File: src/rtl/cfg_stream_pkg.sv
// Shared types for the configuration bit streamer: FSM states, FIFO entry layout, counter widths.
// Latency: n/a (types and constants only).
// Backpressure: n/a.
package cfg_stream_pkg;

    // Width of one configuration word. The FIFO entry layout below is built on it,
    // so the streamer's WORD_W parameter must stay equal to this value.
    localparam int CFG_WORD_W   = 32;
    // Holds a bit count of 0..CFG_WORD_W inclusive.
    localparam int CFG_LBITS_W  = $clog2(CFG_WORD_W) + 1;
    // Width of the optional accepted-bit counter.
    localparam int CFG_BITCNT_W = 32;

    // Bits needed for a counter that must reach max_val.
    function automatic int cfg_cnt_w(input int max_val);
        return (max_val < 2) ? 1 : $clog2(max_val + 1);
    endfunction

    typedef enum logic [2:0] {
        ST_IDLE      = 3'd0,
        ST_ARMED     = 3'd1,
        ST_SHIFT     = 3'd2,
        ST_WAIT_DONE = 3'd3,
        ST_FINISHED  = 3'd4,
        ST_ERR       = 3'd5
    } cfg_state_e;

    typedef struct packed {
        logic                   last;
        logic [CFG_LBITS_W-1:0] last_bits;
        logic [CFG_WORD_W-1:0]  data;
    } cfg_entry_t;

endpackage

File: src/rtl/cfg_word_fifo.sv
// Generic synchronous FIFO with flush; pointers carry one extra wrap bit to tell full from empty.
// Latency: a pushed entry is visible at o_pop_dat the cycle after the push.
// Backpressure: o_full refuses pushes, except a push is taken when a pop frees an entry in the same cycle.
//
// Ports: i_clk, i_rst_n (synchronous, active-low), i_clr (flush), i_push/i_push_dat,
//        i_pop/o_pop_dat (head entry, valid while !o_empty), o_full, o_empty.
module cfg_word_fifo #(
    parameter int WIDTH = 8,
    parameter int DEPTH = 4
) (
    input  logic             i_clk,
    input  logic             i_rst_n,
    input  logic             i_clr,
    input  logic             i_push,
    input  logic [WIDTH-1:0] i_push_dat,
    input  logic             i_pop,
    output logic [WIDTH-1:0] o_pop_dat,
    output logic             o_full,
    output logic             o_empty
);

    localparam int PTR_W = $clog2(DEPTH) + 1;

    logic [WIDTH-1:0] r_mem [DEPTH];
    logic [PTR_W-1:0] r_wr_ptr;
    logic [PTR_W-1:0] r_rd_ptr;
    logic             w_do_push;
    logic             w_do_pop;

    assign o_empty   = (r_wr_ptr == r_rd_ptr);
    assign o_full    = (r_wr_ptr[PTR_W-1] != r_rd_ptr[PTR_W-1]) &&
                       (r_wr_ptr[PTR_W-2:0] == r_rd_ptr[PTR_W-2:0]);
    assign w_do_pop  = i_pop && !o_empty;
    assign w_do_push = i_push && (!o_full || w_do_pop);
    assign o_pop_dat = r_mem[r_rd_ptr[PTR_W-2:0]];

    always_ff @(posedge i_clk) begin
        if (!i_rst_n || i_clr) begin
            r_wr_ptr <= '0;
            r_rd_ptr <= '0;
        end else begin
            if (w_do_push) r_wr_ptr <= r_wr_ptr + PTR_W'(1);
            if (w_do_pop)  r_rd_ptr <= r_rd_ptr + PTR_W'(1);
        end
    end

    // Storage needs no reset: an entry is only read after it has been written.
    always_ff @(posedge i_clk) begin
        if (w_do_push && !i_clr) r_mem[r_wr_ptr[PTR_W-2:0]] <= i_push_dat;
    end

endmodule

File: src/rtl/config_bit_streamer.sv
// Buffers 32-bit config words and streams them LSB-first on a 1-bit valid/ready port, then awaits cfg_done.
// Latency: first bit presented 2 cycles after the first accepted word; one bit per cycle thereafter, no bubble between words.
// Backpressure: cfg_ready low holds cfg_bits stable; in_ready drops when the word FIFO is full or after the last word.
//
// Ports: clock, reset (synchronous, active-low), start (arm pulse);
//        word input in_valid/in_ready/in_data/in_last/in_last_bits;
//        serial output cfg_valid/cfg_ready/cfg_bits; cfg_done from the accelerator;
//        status busy/done/error.
// Optional: define CFG_BITCOUNT_EN to add output bit_count[31:0] (accepted bits since start, saturating).
module config_bit_streamer
    import cfg_stream_pkg::*;
#(
    parameter int WORD_W       = CFG_WORD_W,
    parameter int FIFO_DEPTH   = 4,
    parameter int DONE_TIMEOUT = 1024
) (
    input  logic                      clock,
    input  logic                      reset,
    input  logic                      start,
    input  logic                      in_valid,
    output logic                      in_ready,
    input  logic [WORD_W-1:0]         in_data,
    input  logic                      in_last,
    input  logic [$clog2(WORD_W):0]   in_last_bits,
    output logic                      cfg_valid,
    input  logic                      cfg_ready,
    output logic                      cfg_bits,
    input  logic                      cfg_done,
    output logic                      busy,
    output logic                      done,
    output logic                      error
`ifdef CFG_BITCOUNT_EN
    ,
    output logic [CFG_BITCNT_W-1:0]   bit_count
`endif
);

    localparam int LB_W  = $clog2(WORD_W) + 1;
    localparam int TMR_W = cfg_cnt_w(DONE_TIMEOUT);

    cfg_state_e        r_state;
    cfg_state_e        w_state_nxt;
    logic [WORD_W-1:0] r_shreg;
    logic [LB_W-1:0]   r_bits_left;
    logic              r_cur_last;
    logic              r_last_seen;
    logic [TMR_W-1:0]  r_timer;

    cfg_entry_t        w_push_ent;
    cfg_entry_t        w_pop_ent;
    logic              w_push;
    logic              w_pop;
    logic              w_flush;
    logic              w_full;
    logic              w_empty;
    logic              w_accept;
    logic              w_bad_last;

    // ---------------------------------------------------------------- word FIFO
    assign w_push_ent.last      = in_last;
    assign w_push_ent.last_bits = in_last_bits;
    assign w_push_ent.data      = in_data;

    cfg_word_fifo #(
        .WIDTH ($bits(cfg_entry_t)),
        .DEPTH (FIFO_DEPTH)
    ) u_fifo (
        .i_clk      (clock),
        .i_rst_n    (reset),
        .i_clr      (w_flush),
        .i_push     (w_push),
        .i_push_dat (w_push_ent),
        .i_pop      (w_pop),
        .o_pop_dat  (w_pop_ent),
        .o_full     (w_full),
        .o_empty    (w_empty)
    );

    // ---------------------------------------------------------------- outputs
    // Once the last word is in, further words belong to no bitstream and are refused.
    assign in_ready   = ((r_state == ST_ARMED) || (r_state == ST_SHIFT)) && !w_full && !r_last_seen;
    assign cfg_valid  = (r_state == ST_SHIFT);
    assign cfg_bits   = cfg_valid && r_shreg[0];
    assign busy       = (r_state == ST_ARMED) || (r_state == ST_SHIFT) || (r_state == ST_WAIT_DONE);
    // FINISHED and ERR are only left through start or reset, so the states themselves are the sticky flags.
    assign done       = (r_state == ST_FINISHED);
    assign error      = (r_state == ST_ERR);

    assign w_push     = in_valid && in_ready;
    assign w_accept   = cfg_valid && cfg_ready;
    assign w_bad_last = w_push && in_last &&
                        ((in_last_bits == '0) || (in_last_bits > LB_W'(WORD_W)));

    // ---------------------------------------------------------------- FSM
    always_ff @(posedge clock) begin
        if (!reset) begin
            r_state <= ST_IDLE;
        end else begin
            r_state <= w_state_nxt;
        end
    end

    always_comb begin
        w_state_nxt = r_state;
        w_pop       = 1'b0;
        w_flush     = 1'b0;
        case (r_state)
            ST_IDLE: begin
                if (start) begin
                    w_state_nxt = ST_ARMED;
                    w_flush     = 1'b1;
                end
            end
            ST_ARMED: begin
                if (cfg_done || w_bad_last) begin
                    w_state_nxt = ST_ERR;
                end else if (!w_empty) begin
                    w_pop       = 1'b1;
                    w_state_nxt = ST_SHIFT;
                end
            end
            ST_SHIFT: begin
                if (cfg_done || w_bad_last) begin
                    w_state_nxt = ST_ERR;
                end else if (w_accept && (r_bits_left == LB_W'(1))) begin
                    if (r_cur_last) begin
                        w_state_nxt = ST_WAIT_DONE;
                    end else if (!w_empty) begin
                        // Reload in the same cycle as the final bit so words run back to back.
                        w_pop = 1'b1;
                    end else begin
                        w_state_nxt = ST_ARMED;
                    end
                end
            end
            ST_WAIT_DONE: begin
                if (cfg_done) begin
                    w_state_nxt = ST_FINISHED;
                end else if (r_timer == TMR_W'(DONE_TIMEOUT - 1)) begin
                    w_state_nxt = ST_ERR;
                end
            end
            ST_FINISHED, ST_ERR: begin
                if (start) begin
                    w_state_nxt = ST_ARMED;
                    w_flush     = 1'b1;
                end
            end
            default: begin
                w_state_nxt = ST_IDLE;
            end
        endcase
    end

    // ---------------------------------------------------------------- shifter and timers
    always_ff @(posedge clock) begin
        if (!reset) begin
            r_shreg     <= '0;
            r_bits_left <= '0;
            r_cur_last  <= 1'b0;
            r_last_seen <= 1'b0;
            r_timer     <= '0;
        end else begin
            if (w_pop) begin
                r_shreg     <= w_pop_ent.data;
                r_bits_left <= w_pop_ent.last ? w_pop_ent.last_bits : LB_W'(WORD_W);
                r_cur_last  <= w_pop_ent.last;
            end else if (w_accept) begin
                r_shreg     <= r_shreg >> 1;
                r_bits_left <= r_bits_left - LB_W'(1);
            end

            // Counts cycles spent in WAIT_DONE; zero on the first cycle there.
            r_timer <= (r_state == ST_WAIT_DONE) ? r_timer + TMR_W'(1) : '0;

            if (w_flush) begin
                r_last_seen <= 1'b0;
            end else if (w_push && in_last) begin
                r_last_seen <= 1'b1;
            end
        end
    end

`ifdef CFG_BITCOUNT_EN
    logic [CFG_BITCNT_W-1:0] r_bit_count;

    always_ff @(posedge clock) begin
        if (!reset || w_flush) begin
            r_bit_count <= '0;
        end else if (w_accept && (r_bit_count != '1)) begin
            r_bit_count <= r_bit_count + CFG_BITCNT_W'(1);
        end
    end

    assign bit_count = r_bit_count;
`else
    // Accepted-bit counter not built in this configuration.
`endif

endmodule

File: config.mk
export PLATFORM = sky130hd
export DESIGN_NAME = config_bit_streamer
export DESIGN_NICKNAME = d
export VERILOG_FILES = /design/src/rtl/cfg_stream_pkg.sv /design/src/rtl/cfg_word_fifo.sv /design/src/rtl/config_bit_streamer.sv
export SDC_FILE = /design/constraint.sdc
export NUM_CORES = 1
export LEC_CHECK = 0
export BUFFER_PORTS_ARGS = -buffer_cell sky130_fd_sc_hd__buf_2
export CAP_MARGIN = 20
export CORE_ASPECT_RATIO = 1.5
export CORE_MARGIN = 2
export CORE_UTILIZATION = 47
export CTS_BUF_LIST = sky130_fd_sc_hd__clkbuf_4
export CTS_CLUSTER_DIAMETER = 80
export DETAILED_ROUTE_END_ITERATION = 10
export PLACE_DENSITY = 0.66
export SLEW_MARGIN = 10
export SYNTH_ARGS = -nofsm -noshare
export SYNTH_HDL_FRONTEND = slang
export SYNTH_HIERARCHICAL = 1
export SYNTH_SLANG_ARGS = --single-unit
export TNS_END_PERCENT = 5
File: constraint.sdc
create_clock -name clock -period 12.5 [get_ports clock]
set_clock_uncertainty 0.05 [all_clocks]
set_input_delay 1.25 -clock clock [delete_from_list [all_inputs] [get_ports clock]]
set_output_delay 1.25 -clock clock [all_outputs]
set_load 0.03 [all_outputs]
==> results of run 1 <==
Yosys cell counts (all sizes together) (6+ instances only):
cell type | n | area [um^2]
edfxtp | 156 | 4684
nand2 | 87 | 329.1
dfxtp | 62 | 1241
nor3 | 41 | 205.2
mux4 | 39 | 878.3
a311oi | 32 | 280.3
buf | 21 | 150.1
nor2 | 18 | 67.56
inv | 17 | 63.81
clkbuf | 16 | 60.06
a21oi | 13 | 76.33
o21ai | 9 | 45.04
a211oi | 8 | 60.06
ha | 8 | 100.1
nand3 | 8 | 40.04
xor2 | 8 | 70.07
xnor2 | 7 | 76.32
and2 | 6 | 37.54
mux2i | 6 | 60.06
power by group through the flow:
stage | Combinational (mW) | Clock (mW) | Sequential, mW
floorplan | 0.158 | 0 | 0.849
global placement | 0.204 | 0 | 0.856
detailed placement | 0.208 | 0 | 0.859
CTS | 0.209 | 0.591 | 0.843
global route | 0.230 | 0.627 | 0.848
finish | 0.209 | 0.570 | 0.844
cell families after synthesis:
group           Yosys count
xor+xnor                 15
fa+ha+maj                 8
buf+inv                  54
mux                      45
compound gates           94
simple gates            190
flops                   218
sequential cells by signal, summed over array words and instances (netlist names), named ones only:
signal and count:
u_fifo/r_mem 156, r_shreg 32, r_timer 11, r_bits_left 6, r_state 3, u_fifo/r_rd_ptr 3
u_fifo/r_wr_ptr 3, r_cur_last 1, r_last_seen 1
per-layer routing:
layer | track usage [%] | vias to the layer above
li1 | - | 2621
met1 | 20.69 | 2745
met2 | 31.35 | 147
met3 | 4.010 | 40
met4 | 8.480 | 0
met5 | 0 | -
final cells by class:
class                   count  area (um^2)  share of cell area [%]
well taps                 256        320.3                   3.139
multi-input cells         352         2872                   28.14
diodes                      1        2.502                 0.02452
clock buffers              77        578.1                   5.665
flip-flops and latches    218         5928                   58.09
clock inverters            18        96.34                  0.9441
inverters                  17        63.81                  0.6253
repair buffers             62        344.1                   3.372
path summary, 6_finish.rpt:
path	startpoint	cells past startpoint	endpoint
max	in_last_bits[1]	10	u_fifo/r_mem[0][38]
min	r_timer[0]	1	r_timer[0]
max reg2reg	r_state[1]	10	u_fifo/r_mem[0][38]
min reg2reg	r_timer[0]	1	r_timer[0]
critical path, stage by stage:
cell	delay, ns
buf_2	0.13
or4_4	0.58
o21ai_1	0.35
a21oi_4	0.09
nor3_1	0.26
inv_1	0.20
a41o_1	0.31
nor3_2	0.45
buf_6	0.23
buf_4	0.39
layout by cell type (no fill, tap or decap), types with 6 or more instances in the layout:
cell / Yosys / layout
mux4_2: 39 / 39
nor3_1: 41 / 38
nand2_1: 86 / 86
ha_1: 8 / 8
and2_1: 6 / 6
nand3_1: 8 / 8
xor2_1: 8 / 8
clkbuf_4: 0 / 77
a211oi_1: 8 / 8
nor2_1: 18 / 17
edfxtp_1: 156 / 156
a311oi_1: 32 / 32
buf_4: 3 / 11
inv_1: 17 / 17
clkinv_1: 0 / 14
dfxtp_1: 62 / 60
o21ai_0: 8 / 8
mux2i_1: 6 / 6
buf_2: 12 / 50
a21oi_1: 12 / 12
metrics by stage:
step / hold slack [ns] / std cells / total power [mW]
3_3_place_gp: 0.3905 / 903 / 1.060
6_report: 0.4097 / 1001 / 1.623
2_1_floorplan: 0.3762 / 624 / 1.008
3_5_place_dp: 0.3964 / 903 / 1.067
5_1_grt: 0.4540 / 1001 / 1.704
4_1_cts: 0.4141 / 998 / 1.644
==> impl_metrics.yaml, run 1 <==
outcome:
  status: "complete, no violations"
clock_tree:
  postCtsSetupRepairBufs: 0
  htree_levels: 2
  cts_hold_buf: 0
  clk_path_buf_depth: 3
  clock_sinks: 218
  numCtsBuffers: 51
  clk_pin_slew_ns: 0.06
  insertion_delay_ns: 0.65
  root_buffer: "clkbuf_4"
  cts_resized: 0
  cts_tree: "done"
route:
  drt-wirelength-per-cell_um: 17.82
  wl_met2_um: 9532
  top_layer_used: "met4"
  drt_iter0_markers: 420
  avgViaCountPerCell: 5.547
  met3RoutedLength_um: 791
  vias: 5553
  drc_errors: 0
  wl_um: 17840
  dr.pass1.iters: 6
  wirelength_met1_um: 6997
  ant_nets: 0
yosys:
  synth_ff_type: "edfxtp_1"
  synth_compound_area_share_pct: 8.296
  syn-num-nets: 677
  synth_edf_count: 156
  synthArstFlopShare_pct: 0
  seq_area_frac_synth_pct: 65.49
  ys_warn_count: 6
  synth-xor-area-share_pct: 1.618
  synth_cell_type_count: 58
  synth_adder_area_share_pct: 1.106
  synthMuxAreaShare_pct: 10.37
  synth_cells: 624
  avgSynthCellArea_um2: 14.50
  ys_ff_latch: 218
  synthesis.area_um2: 9049
  synth_top_family_by_area: "multiplexers"
  synth-simple-area-share_pct: 10.09
cells_and_area:
  fin_area_um2: 10200
  drive_gt1_share_pct: 27.15
  fin_nets: 755
  area_growth_pct: 12.78
  n_fill_cell: 1605
  final_core_util_pct: 53.69
grt:
  antenna_found_initial: 1
  first_global_vias: 5827
  grt_max_degree: 45
  grt_first_pass_wirelength_um: 28640
  grt-ovfl-total: 0
  grtUsageTotal_pct: 18.03
setup_path:
  critPathMaxFanout: 27
  required_ns: 12.72
  arrival_ns: 4.26
  end_kind: "register"
  r2r_setup_slack_ns: 8.67
  crit_path_start_kind: "input pin"
  path_class: "in -> reg"
placement:
  place_ws_ns: 7.386
  hpwl_um: 10680
  io_buffers: 50
  gp_congestion: 0.8242
  placed_area_um2: 9509
die:
  die_w_um: 117.3
  start_util_pct: 47.61
  std_cell_rows: 62
  die_h_um: 173.9
  die-area_um2: 20400
  core_um2: 19010
  io_pins: 51
pwr:
  power.switching_mw: 0.4230
  ir_drop_uv: 83.80
  netSwitchingFraction_pct: 26.07
  leakagePower_nw: 3.301
  pwr-share-clk_pct: 35.1
  power.internal_mw: 1.200
  comb_power_share_pct: 12.9
  power_frac_seq_pct: 52.0
  powerDensity_nw_per_um2: 159.0
timing:
  rsz0062_at_grt: "no"
  slew_headroom_pct: 27.62
  tightest_slew_ns: 1.086
  max_freq_ghz: 0.2480
  fin_ws_ns: 8.467
  final.min_clock_period_ns: 4.033
  slew_viol_final: 0
  hold_viol: 0
  setup_viol: 0
  final.setup.tns_ns: 0
  finalCritPeriodShare_pct: 32.26
min_path:
  hold_path.class: "reg -> reg"
run:
  cap_violations: 0
No activity file was read; power rests on OpenSTA's default activity.
==> inputs of run 2 (changes only) <==
- PLACE_DENSITY: 0.66 -> 0.69
- clock period: 12.5 -> 3.3 ns (I/O delays scaled with it)
==> run 2 against run 1 <==
Total power rose to 3.8 times the previous value. Final cell count up 5.5%. Count of clock-buffer cells in the layout down 1. Non-clock buffer count up 56. Register-to-register slack worse by 8.4 ns. Routed wire length up 6.2%. Critical path depth up 1. Largest cell class unchanged. Largest power group unchanged.
==> impl_metrics.yaml, run 2 (synthesized netlist as in run 1, its figures left out) <==
timing:
  tightest_slew_ns: 0.8253
  max_freq_ghz: 0.3336
  slew_viol_final: 0
  final.setup.tns_ns: 0
  setup_viol: 0
  whs_ns: 0.06218
  finalCritPeriodShare_pct: 90.84
  final.min_clock_period_ns: 2.998
  slew_headroom_pct: 44.98
  hold_viol: 0
  rsz0062_at_grt: "no"
pwr:
  power.switching_mw: 1.662
  comb_power_share_pct: 14.7
  powerDensity_nw_per_um2: 572.7
  power_mw: 6.194
  pwr-share-clk_pct: 33.8
  power_frac_seq_pct: 51.5
  ir_drop_uv: 267.3
  leakagePower_nw: 3.568
  netSwitchingFraction_pct: 26.83
  power.internal_mw: 4.532
clock_tree:
  cts_tree: "done"
  numCtsBuffers: 51
  clk_path_buf_depth: 3
  clock_sinks: 218
  insertion_delay_ns: 0.64
  clk_pin_slew_ns: 0.08
  htree_levels: 2
  root_buffer: "clkbuf_4"
route:
  drc_errors: 0
  vias: 5902
  ant_nets: 0
  avgViaCountPerCell: 5.589
  wl_um: 18940
  met3RoutedLength_um: 790
  wirelength_met1_um: 7358
  drt-wirelength-per-cell_um: 17.94
  drt_iter0_markers: 413
  dr.pass1.iters: 7
  top_layer_used: "met4"
  wl_met2_um: 10320
cells_and_area:
  layout_common_cells: "edfxtp_1, nand2_1, clkbuf_4"
  area_growth_pct: 19.51
  final_common_cell: "edfxtp_1"
  n_fill_cell: 1517
  fin_nets: 811
  drive_gt1_share_pct: 27.91
  largest_register_ffs: 156
  final_cells: 1056
  final_core_util_pct: 56.90
setup_path:
  crit_path_start_kind: "register"
  end_kind: "register"
  path_class: "reg -> reg"
  required_ns: 3.55
  arrival_ns: 3.25
  critPathMaxFanout: 22
run:
  cap_violations: 0
placement:
  io_buffers: 50
  gp_congestion: 0.7551
  hpwl_um: 11470
  dp_cells: 919
die:
  die_h_um: 173.9
  io_pins: 51
  core_um2: 19010
  std_cell_rows: 62
  die-area_um2: 20400
  die_w_um: 117.3
  start_util_pct: 47.61
min_path:
  hold_path.class: "in -> reg"
grt:
  first_global_vias: 6268
  grt_first_pass_wirelength_um: 30970
  grtUsageTotal_pct: 19.48
  grt_max_degree: 45
  grt-ovfl-total: 0
  antenna_found_initial: 1
outcome:
  status: "complete, no violations"
## run 2: cell count changes in the layout (fill, tap and decap cells not counted), moves of 2 or more
| cell | before | now |
|---|---|---|
| buf_12 | 0 | 4 |
| buf_4 | 11 | 23 |
| dlygate4sd3_1 | 0 | 39 |
| nor3_2 | 3 | 1 |
| nor3_4 | 0 | 3 |
| xnor2_2 | 2 | 0 |
| xnor2_4 | 0 | 2 |
## run 2: cell type report
type | instances | area [um^2] | area share [%]
inverters | 17 | 63.81 | 0.5901
diodes | 1 | 2.502 | 0.02314
clock inverters | 18 | 80.08 | 0.7405
multi-input cells | 352 | 2933 | 27.12
well taps | 256 | 320.3 | 2.962
flip-flops and latches | 218 | 5928 | 54.82
clock buffers | 76 | 570.5 | 5.276
repair buffers | 118 | 915.9 | 8.469
## run 2: critical path, stage by stage (launching register included)
cell and delay (ns):
dfxtp_1 0.49, xnor2_4 0.15, nand2_1 0.08, nor2_1 0.13, nor4b_1 0.10, a31oi_1 0.29, a21oi_4 0.06, nor3_2 0.18
inv_2 0.07, a41o_4 0.26, nor2_4 0.54, buf_12 0.27
## run 2: power groups by stage
stage | sequential [mW] | combinational, mW | clock, mW
6_report | 3.19 | 0.908 | 2.10
5_1_grt | 3.21 | 0.991 | 2.29
4_1_cts | 3.19 | 0.906 | 2.16
3_5_place_dp | 3.25 | 0.866 | 0
3_3_place_gp | 3.24 | 0.845 | 0
2_1_floorplan | 3.21 | 0.634 | 0
## run 2: what timing repair did
| action | 4_1_cts | 5_1_grt |
|---|---|---|
| hold buffers | 39 | 0 |
| hold endpoints to repair | 156 | 0 |
| buffers inserted | 0 | 3 |
| resized for setup | 0 | 2 |
| setup endpoints to repair | 0 | 69 |
## run 2: final timing paths
| check | depth (start not counted) | to | startpoint | slack, ns |
|---|---|---|---|---|
| setup / recovery | 11 | u_fifo/r_mem[3][5] | u_fifo/r_wr_ptr[1] | 0.30 |
| setup reg to reg | 11 | u_fifo/r_mem[3][5] | u_fifo/r_wr_ptr[1] | 0.30 |
| hold / removal | 3 | r_bits_left[1] | reset | 0.06 |
| hold reg to reg | 1 | r_timer[0] | r_timer[0] | 0.42 |
## run 2: per-stage QoR
stage	worst slack (ns)	instance area (um^2)
final	0.3022	10810
after detailed placement	0.07213	9741
after CTS	0.06773	10780
after global placement	-0.01683	9721
after global routing	0.06509	10810
after floorplan	0.001686	9134
## run 2: per-layer routing
| layer | vias to the layer above | global-route usage (%) |
|---|---|---|
| met5 | - | 0 |
| met4 | 0 | 8.873 |
| met3 | 44 | 3.522 |
| met2 | 160 | 34.60 |
| met1 | 2968 | 22.33 |
| li1 | 2730 | - |
==> inputs of run 3 (changes only) <==
- ABC_AREA: default -> 1
- PLACE_DENSITY: 0.69 -> 0.68
- clock period: 3.3 -> 2.5 ns (I/O delays scaled with it)
==> run 3 against run 2 <==
Utilization up 1.4 points. Worst hold slack better by 0.17 ns. Combinational power up 64%. Fmax up 21%. Sequential power up 31%. Global-route usage up 0.38 points. Sequential share of layout area down 2.8 points. Register-to-register slack worse by 0.28 ns. Via count up 18%. First-iteration DRC count down 16%. Clock power up 28%. Critical path depth up 4. Critical path type unchanged. Highest routed layer unchanged.
==> impl_metrics.yaml, run 3 <==
yosys:
  synthMuxAreaShare_pct: 0
  synth_compound_area_share_pct: 13.13
  ys_warn_count: 6
  synth_cells: 920
  synth_ff_type: "edfxtp_1"
  yosysMostFrequentCell: "edfxtp_1"
  synth-xor-area-share_pct: 0.6413
  synthesis.area_um2: 9365
  synthArstFlopShare_pct: 0
  synth_cell_type_count: 38
  syn-num-nets: 973
  ys_top_cells_by_count: "edfxtp_1, nor2_1, inv_1, nand2_1, o21ai_0"
  synth.top_cells.by_area: "edfxtp_1, dfxtp_1, nor2_1, inv_1, nand2_1"
  yosysTopAreaCellShare_pct: 50.02
  synth_top_family_by_area: "simple AND/OR/NAND/NOR gates"
  synth-simple-area-share_pct: 15.00
  seq_area_frac_synth_pct: 63.27
  synth_edf_count: 156
  avgSynthCellArea_um2: 10.18
  synth_adder_area_share_pct: 1.069
  ys_ff_latch: 218
  synth_largest_area_cell: "edfxtp_1"
die:
  die-area_um2: 21090
  die_h_um: 176.9
  start_util_pct: 47.71
  std_cell_rows: 63
  die_w_um: 119.3
  io_pins: 51
  core_um2: 19630
timing:
  hold_viol: 0
  setup_viol: 0
  tightest_slew_ns: 0.5378
  rsz0062_at_grt: "yes"
  max_freq_ghz: 0.4032
  finalCritPeriodShare_pct: 99.21
  final.min_clock_period_ns: 2.480
  fin_ws_ns: 0.01985
  whs_ns: 0.2308
  slew_headroom_pct: 64.15
  slew_viol_final: 0
clock_tree:
  clk_pin_slew_ns: 0.07
  numCtsBuffers: 51
  insertion_delay_ns: 0.67
  root_buffer: "clkbuf_4"
  clock_sinks: 218
  clk_path_buf_depth: 3
  cts_tree: "done"
  htree_levels: 2
placement:
  place_ws_ns: 0.02109
  hpwl_um: 12920
  placed_area_um2: 10110
  io_buffers: 50
  gp_congestion: 0.8216
cells_and_area:
  n_fill_cell: 1665
  layout_common_cells: "edfxtp_1, nor2_1, inv_1"
  fin_nets: 1124
  drive_gt1_share_pct: 23.31
  area_growth_pct: 22.08
  largest_register_ffs: 156
  final_common_cell: "edfxtp_1"
  fin_area_um2: 11430
pwr:
  leakagePower_nw: 4.182
  power_mw: 8.360
  powerDensity_nw_per_um2: 731.1
  ir_drop_uv: 480.8
route:
  wl_um: 21610
  dr.pass1.iters: 5
  drt_iter0_markers: 348
  drt-wirelength-per-cell_um: 15.80
  ant_nets: 0
  vias: 6989
  avgViaCountPerCell: 5.109
  drc_errors: 0
grt:
  antenna_found_initial: 1
  grtUsageTotal_pct: 19.86
  grt_first_pass_wirelength_um: 32450
  grt_max_degree: 77
  first_global_vias: 6780
  grt-ovfl-total: 0
outcome:
  status: "complete, no violations"
min_path:
  whs_path_depth: 7
  hold_path.class: "in -> reg"
setup_path:
  r2r_cells: 15
  crit_path_start_kind: "register"
  critPathMaxFanout: 5
  required_ns: 2.81
  end_kind: "register"
  arrival_ns: 2.79
  path_class: "reg -> reg"
run:
  cap_violations: 0
[run 3: layout make-up]
type                    instances  area (um^2)  area share [%]
flip-flops and latches        218         5942           51.97
clock inverters                17        76.32          0.6675
diodes                          1        2.502         0.02189
well taps                     260        325.3           2.845
inverters                     113        434.2           3.797
repair buffers                139         1197           10.47
clock buffers                  72        540.5           4.727
multi-input cells             548         2915           25.50
[run 3: worst max-delay path, stage by stage, from the launching register on]
cell and delay, ns:
dfxtp_4 0.36, xnor2_4 0.21, nand2_1 0.09, nor2_2 0.15
nor2_1 0.07, nand3_2 0.09, nor2_4 0.05, nand2_4 0.09
nand4_4 0.12, nand2_4 0.10, inv_4 0.04, nand4_4 0.07
nand2_4 0.11, nor3b_4 0.26, buf_6 0.19, clkbuf_16 0.16
[run 3: logic make-up after synthesis]
| group | count (synthesis) |
|---|---|
| AND/OR/NAND/NOR | 315 |
| AO/OA/AOI/OAI | 219 |
| flip-flops | 218 |
| buffers and inverters | 154 |
| adder cells (fa/ha/maj) | 8 |
| XOR/XNOR | 6 |
[run 3: what timing repair did]
item                                   CTS  global route
resized for setup                        0            18
setup buffers                            0            13
setup endpoints to repair                0           177
endpoints found under the hold margin  171             0
hold buffers                            43             0
[run 3: final timing paths]
| path | end | slack, ns | from |
|---|---|---|---|
| max | u_fifo/r_mem[2][34] | 0.02 | u_fifo/r_rd_ptr[0] |
| min | r_bits_left[2] | 0.23 | cfg_ready |
| max reg2reg | u_fifo/r_mem[2][34] | 0.02 | u_fifo/r_rd_ptr[0] |
| min reg2reg | r_timer[0] | 0.40 | r_timer[0] |
[run 3: metrics by stage]
stage | utilization, % | cells | setup TNS (ns)
after floorplan | - | 920 | -112.88
after global placement | 51.53 | 1216 | 0
after detailed placement | 51.53 | 1216 | 0
after CTS | 56.86 | 1348 | 0
after global routing | 58.25 | 1368 | -1.781
final | 58.25 | 1368 | 0
[run 3: power breakdown]
| part | internal, mW | leakage [nW] | switching (mW) |
|---|---|---|---|
| Sequential | 4.10 | 1.91 | 0.0956 |
| Clock | 1.33 | 0.366 | 1.35 |
| Combinational | 0.513 | 1.90 | 0.977 |
| Total | 5.94 | 4.18 | 2.42 |
[run 3: routing by layer]
layer | GRT usage (%) | wire length (um)
met5 | 0 | 0
met4 | 12.35 | 1242
met2 | 36.37 | 11240
met3 | 4.059 | 1091
met1 | 20.61 | 8033
